`src/rtl/step_capture_bank.sv`:
```
// rtl/step_capture_bank.sv - banked step-qualified capture with live forwarding and cycle step counter
module step_capture_bank #(
   parameter int WIDTH     = 16,
   parameter int CHANNELS  = 4,
   parameter int STEPS     = 4,
   parameter int STEP_BITS = 2
) (
   input  logic                          clock,
   input  logic                          async_reset_n,
   input  logic                          advance,
   input  logic                          restart,
   input  logic [CHANNELS*STEP_BITS-1:0] capture_on,
   input  logic [CHANNELS-1:0]           hold,
   input  logic [CHANNELS*WIDTH-1:0]     input_value,
   output logic [STEP_BITS-1:0]          current_step,
   output logic [CHANNELS*WIDTH-1:0]     captured_out,
   output logic [CHANNELS-1:0]           captured_valid,
   output logic                          cycle_done
);

   localparam logic [STEP_BITS-1:0] LAST_STEP = STEP_BITS'(STEPS - 1);

   logic [STEP_BITS-1:0] step_q;
   logic [STEP_BITS-1:0] step_d;
   logic                 wrap;
   logic                 to_zero;
   logic                 done_q;

   always_comb begin
      wrap    = advance && !restart && (step_q == LAST_STEP);
      to_zero = restart || wrap;
      step_d  = step_q;
      if (to_zero) begin
         step_d = '0;
      end else if (advance) begin
         step_d = step_q + 1'b1;
      end
   end

   always_ff @(posedge clock or negedge async_reset_n) begin
      if (!async_reset_n) begin
         step_q <= '0;
         done_q <= 1'b0;
      end else begin
         step_q <= step_d;
         done_q <= wrap;
      end
   end

   assign current_step = step_q;
   assign cycle_done   = done_q;

   // A capture_on value >= STEPS can never equal the counter, so such a channel simply never matches.
   for (genvar c = 0; c < CHANNELS; c++) begin : g_ch
      logic             match;
      logic             capture;
      logic [WIDTH-1:0] data_q;
      logic             valid_q;

      assign match   = (step_q == capture_on[c*STEP_BITS +: STEP_BITS]) && !hold[c];
      assign capture = match && advance && !restart;

      always_ff @(posedge clock or negedge async_reset_n) begin
         if (!async_reset_n) begin
            data_q  <= '0;
            valid_q <= 1'b0;
         end else begin
            if (capture) begin
               data_q <= input_value[c*WIDTH +: WIDTH];
            end
            // Capture on the wrap edge outranks the clear that wrap would otherwise cause.
            if (capture) begin
               valid_q <= 1'b1;
            end else if (to_zero) begin
               valid_q <= 1'b0;
            end
         end
      end

      assign captured_out[c*WIDTH +: WIDTH] = match ? input_value[c*WIDTH +: WIDTH] : data_q;
      assign captured_valid[c]              = valid_q;
   end

endmodule

```
`config.mk`:
```
export PLATFORM = sky130hd
export DESIGN_NAME = step_capture_bank
export DESIGN_NICKNAME = d
export VERILOG_FILES = /design/src/rtl/step_capture_bank.sv
export SDC_FILE = /design/constraint.sdc
export NUM_CORES = 1
export LEC_CHECK = 0
export ABC_CLOCK_PERIOD_IN_PS = 2700
export CAP_MARGIN = 0
export CORE_UTILIZATION = 44
export CTS_CLUSTER_SIZE = 28
export DETAILED_ROUTE_END_ITERATION = 7
export GPL_TIMING_DRIVEN = 0
export PLACE_DENSITY = 0.86
export SLEW_MARGIN = 10
export SYNTH_ARGS = -nofsm -noshare
export SYNTH_HDL_FRONTEND = slang
export SYNTH_SLANG_ARGS = --single-unit
```
`constraint.sdc`:
```
create_clock -name clock -period 2.7 [get_ports clock]
set_input_delay 0.54 -clock clock [delete_from_list [all_inputs] [get_ports clock]]
set_output_delay 0.54 -clock clock [all_outputs]
set_load 0.05 [all_outputs]
```
==> flow_results.org <==
** Run status
- Run status :: finished clean

** Worst setup path
- For the worst setup path, the data arrival time is 2.15 ns.
- Critical path endpoint category :: output port
- Critical path peak fanout :: 6
- For the worst flop-to-flop path, the logic depth is 6.
- R2r endpoint :: g_ch[2].data_q[1]
- Flop2flop setup slack :: about 0.65 ns
- The startpoint identified for the worst register-to-register timing path is current_step[0].
- The worst setup path is launched from a primary input.
- By startpoint and endpoint, the worst setup path is classified as in -> out.
- Highest cell delay on the worst timing path :: 0.41 ns
- Cells along the critical path :: clkdlybuf4s50_1, xor2_1, nor3_4, buf_4, mux2_2, buf_2
- Data required time at the worst endpoint :: between 2 and 2.5 ns
- Slowest library cell on the worst path :: sky130_fd_sc_hd__clkdlybuf4s50_1

** Detailed routing
- After detailed routing, the met3 layer carries between 500 and 600 µm of wire.
- The first detailed-routing pass took 4 iterations.
- Uppermost metal layer occupied by signal nets :: met4
- After detailed routing, the number of remaining DRC violations is 0.
- Met2 wire length :: 4260 µm
- In this run the remaining antenna-violating nets after routing total 0.
- The first routing iteration left 42 violations.
- Post-DR wirelength/cell :: around 16 µm
- After detailed routing, the total wire length is between 8000 and 9000 µm.
- Total number of vias :: ~2700
- After detailed routing, the number of vias per cell comes to approximately 5.0.
- Wl on met1 :: about 3600 µm

** STA
- Endpoints failing hold :: 0
- In the finished design, the share of the clock period the worst path needs comes to 0.996.
- Derived from the worst setup path, the maximum achievable clock frequency is between 300 and 400 MHz.
- The clock period could shrink to ~2.7 ns.
- Setup violations remaining at the end of the flow were counted as 0.
- Clk_skew :: around 0.01 ns
- After layout, the worst setup slack is between 0.01 and 0.015 ns.
- Across all hold checks on the routed design, the worst slack comes to roughly 0.14 ns.
- Transition time of the tightest slew-check pin :: around 0.54 ns
- Worst rel slew slack :: 0.636
- Setup repair after global routing missed its margin :: true
- The number of pins with negative max-slew slack in the final report is 0.

** Logic synthesis
- Fraction of the mapped netlist area in adder cells :: 0.00331
- Counting flops and latches in the post-synthesis netlist gives 71.
- For this run, the register share of the synthesized area comes to 0.469.
- Average footprint of a synthesized cell :: 15.0 µm²
- After synthesis, the share of cell area in mux cells is 0.417.
- When the netlist entered floorplanning its net count stood at 334.
- Cell area after synthesis :: ~0.0038 mm²
- Complex-gate fraction of the synthesized area :: 0.00264
- Number of synthesis warnings :: 0
- Number of cells produced by synthesis :: roughly 250
- Of the total synthesized cell area, the portion taken by AND, OR, NAND and NOR gates is 0.0397.
- By area, the combinational part of the netlist is dominated by multiplexers.
- Number of distinct library cells after synthesis :: 19
- Xor and xnor area share after synthesis :: 0.0185

** Floorplanning
- Starting utilization of the core area :: 0.458
- Die footprint :: 0.00898 mm²
- Core Region :: just over 0.008 mm²
- The floorplan step set the die height to ~95 µm.
- Top-level I/O count :: roughly 150
- Cell Rows :: 33
- Measured along the x axis, the die boundary spans approximately 95 µm.

** Cells and area
- After filler insertion, the fill cell instance count of the layout stands at approximately 670.
- Final Instance Count excl. Fillers :: 530
- In the final design database the tool counted ~500 nets.
- 0 antenna diodes ended up in the layout.
- Fraction of final layout cells sized beyond drive strength 1 :: 0.558
- P&R area growth vs syn :: 44.2%
- Total non-filler cell area in the finished layout :: roughly 0.0055 mm²

** Power
- Dividing total power by cell area gives a power density of 899 mW/mm².
- Of the total power, the clock network draws 0.155.
- The share of total power dissipated in combinational logic is 0.529.
- Leakage power total :: ~2.6 nW
- The internal power of the cells totals around 2.8 mW.
- Switching fraction of total power :: 0.437
- Sw Pwr :: 2.14 mW
- Overall power consumption after layout is estimated at a little under 5 mW.
- Worst-case vdd ir drop :: between 0.5 and 0.6 mV
- Of the total power, registers draw 0.317.

** CTS
- No sink is reached through more buffers than the 2 on the longest clock path.
- In this run the number of H-tree levels came out at 3.
- TritonCTS Sinks :: a little over 70
- TritonCTS clock tree :: built
- Clock latency reported for the late side of the worst-skew pair :: about 0.33 ns
- Cell at the root of the clock tree :: sky130_fd_sc_hd__clkbuf_8
- Clock slew at the register clock pins of the worst setup and hold paths :: approximately 0.08 ns
- Counting the buffers created by CTS gives 9.
- After clock tree synthesis, the flow added hold-fix buffers numbering 0.

** Placement
- Routability-driven placement finished with a final weighted congestion of about 0.7.
- After legalization and detailed placement, the total HPWL measured around 6000 µm.
- Dpl cell area :: around 0.0054 mm²
- Number of input and output port buffers inserted :: 150
- Timing analysis after detailed placement gives a worst setup slack of -0.905 ns.
- After detailed placement, the design holds a cell count of approximately 510.

** Global routing
- The number of antenna violations at the first check in global routing came to 0.
- Entering global routing, the biggest net connects 39 pins.
- Aggregate global routing overflow :: 0
- GRT Resource Usage Total :: 0.194
- The via count of the first global-routing pass is approximately 2800.
- First-pass GRT wire length :: roughly 13000 µm

** Job
- Max-Cap Viols :: 0

** Worst hold path
- Worst hold path class :: in -> async
## critical path: cells and delay by family
kind / cells / cell delay, ns
mux: 1 / 0.35
buf+inv: 3 / 0.82
simple gates: 1 / 0.24
xor+xnor: 1 / 0.20
## metrics by stage
step | util | TNS (ns)
floorplan | - | 0
global placement | 0.656 | -143.49
detailed placement | 0.658 | -47.36
CTS | 0.649 | 0
global route | 0.661 | -0.508
finish | 0.661 | 0
## layout make-up
| cell class | count | area (µm²) | area share |
|---|---|---|---|
| repair buffers | 156 | 1310 | 0.240 |
| inverters | 2 | 7.51 | 0.00138 |
| multi-input cells | 162 | 1850 | 0.339 |
| clock inverters | 5 | 33.8 | 0.00619 |
| plain buffers | 18 | 206 | 0.0378 |
| flip-flops and latches | 71 | 1780 | 0.326 |
| well taps | 105 | 131 | 0.0241 |
| clock buffers | 11 | 141 | 0.0259 |
## logic make-up after synthesis
logic type	count (synthesis)
DFF	71
adders and majority gates	1
xor gates and xnor gates	8
muxes	128
buffers and inverters	20
and+or+nand+nor	23
AOI/OAI and AO/OA	2
## sequential cells by signal, summed over array words and instances (netlist names)
signal / count
g_ch.data_q: 64
current_step: 2
cycle_done: 1
g_ch.valid_q: 4
## metal layers
| layer | vias up | track usage |
|---|---|---|
| met4 | 0 | 0.0720 |
| li1 | 1231 | - |
| met5 | - | 0 |
| met1 | 1334 | 0.240 |
| met2 | 92 | 0.325 |
| met3 | 11 | 0.0499 |
## cell usage after synthesis
library cell	count	area, µm²
sky130_fd_sc_hd__a21oi_1	2	10.0
sky130_fd_sc_hd__buf_12	3	60.1
sky130_fd_sc_hd__buf_2	4	20.0
sky130_fd_sc_hd__buf_4	6	45.0
sky130_fd_sc_hd__buf_6	5	56.3
sky130_fd_sc_hd__dfrtp_1	71	1780
sky130_fd_sc_hd__ha_1	1	12.5
sky130_fd_sc_hd__inv_1	2	7.51
sky130_fd_sc_hd__mux2_2	92	1040
sky130_fd_sc_hd__mux2_4	36	541
sky130_fd_sc_hd__nand2_1	6	22.5
sky130_fd_sc_hd__nand3_1	1	5.00
sky130_fd_sc_hd__nand3b_1	4	30.0
sky130_fd_sc_hd__nor2_1	2	7.51
sky130_fd_sc_hd__nor3_2	4	40.0
sky130_fd_sc_hd__nor3b_1	1	7.51
sky130_fd_sc_hd__or2b_1	1	7.51
sky130_fd_sc_hd__or4_1	4	30.0
sky130_fd_sc_hd__xor2_1	8	70.1
## layout by cell type, fill, tap and decap left out
master	synthesis	final
sky130_fd_sc_hd__nand3b_1	4	4
sky130_fd_sc_hd__xor2_1	8	7
sky130_fd_sc_hd__buf_12	3	4
sky130_fd_sc_hd__ha_1	1	1
sky130_fd_sc_hd__clkinv_2	0	2
sky130_fd_sc_hd__nor2_1	2	2
sky130_fd_sc_hd__mux2_4	36	36
sky130_fd_sc_hd__a21oi_1	2	2
sky130_fd_sc_hd__xor2_2	0	1
sky130_fd_sc_hd__mux2_2	92	92
sky130_fd_sc_hd__nand3_1	1	1
sky130_fd_sc_hd__nor3b_1	1	1
sky130_fd_sc_hd__clkinv_4	0	1
sky130_fd_sc_hd__nand2_1	6	6
sky130_fd_sc_hd__inv_1	2	2
sky130_fd_sc_hd__nor3_4	0	4
sky130_fd_sc_hd__clkdlybuf4s50_1	0	84
sky130_fd_sc_hd__clkbuf_8	0	10
sky130_fd_sc_hd__buf_6	5	17
sky130_fd_sc_hd__clkbuf_1	0	1
sky130_fd_sc_hd__buf_4	6	20
sky130_fd_sc_hd__dfrtp_1	71	71
sky130_fd_sc_hd__or2b_1	1	1
sky130_fd_sc_hd__buf_2	4	48
sky130_fd_sc_hd__dlymetal6s2s_1	0	1
sky130_fd_sc_hd__clkinvlp_4	0	2
sky130_fd_sc_hd__or4_1	4	4
## worst max path at each step
stage,to,slack (ns),cells after the start,from
after global placement,g_ch[1].data_q[6],-1.37,1,async_reset_n
after floorplan,captured_out[48],0.09,5,current_step[1]
after detailed placement,captured_out[46],-0.91,6,capture_on[5]
after CTS,captured_out[44],0.01,6,capture_on[5]
after global routing,captured_out[33],-0.04,6,capture_on[5]
final,captured_out[47],0.01,6,capture_on[5]
## power by group through the flow
stage	clock network (mW)	logic [mW]	registers [mW]
6_report	0.759	2.59	1.56
4_1_cts	0.778	2.53	1.56
3_3_place_gp	0	2.79	1.55
2_1_floorplan	0	2.01	1.52
3_5_place_dp	0	2.81	1.57
5_1_grt	0.832	2.71	1.60
## repair_timing
| item | in CTS | in global routing |
|---|---|---|
| pin swaps | 4 | 1 |
| gates resized for setup | 329 | 47 |
| gates cloned | 0 | 1 |
| buffers inserted | 4 | 0 |
| setup endpoints to repair | 64 | 50 |
No activity file was read; power rests on OpenSTA's default activity.
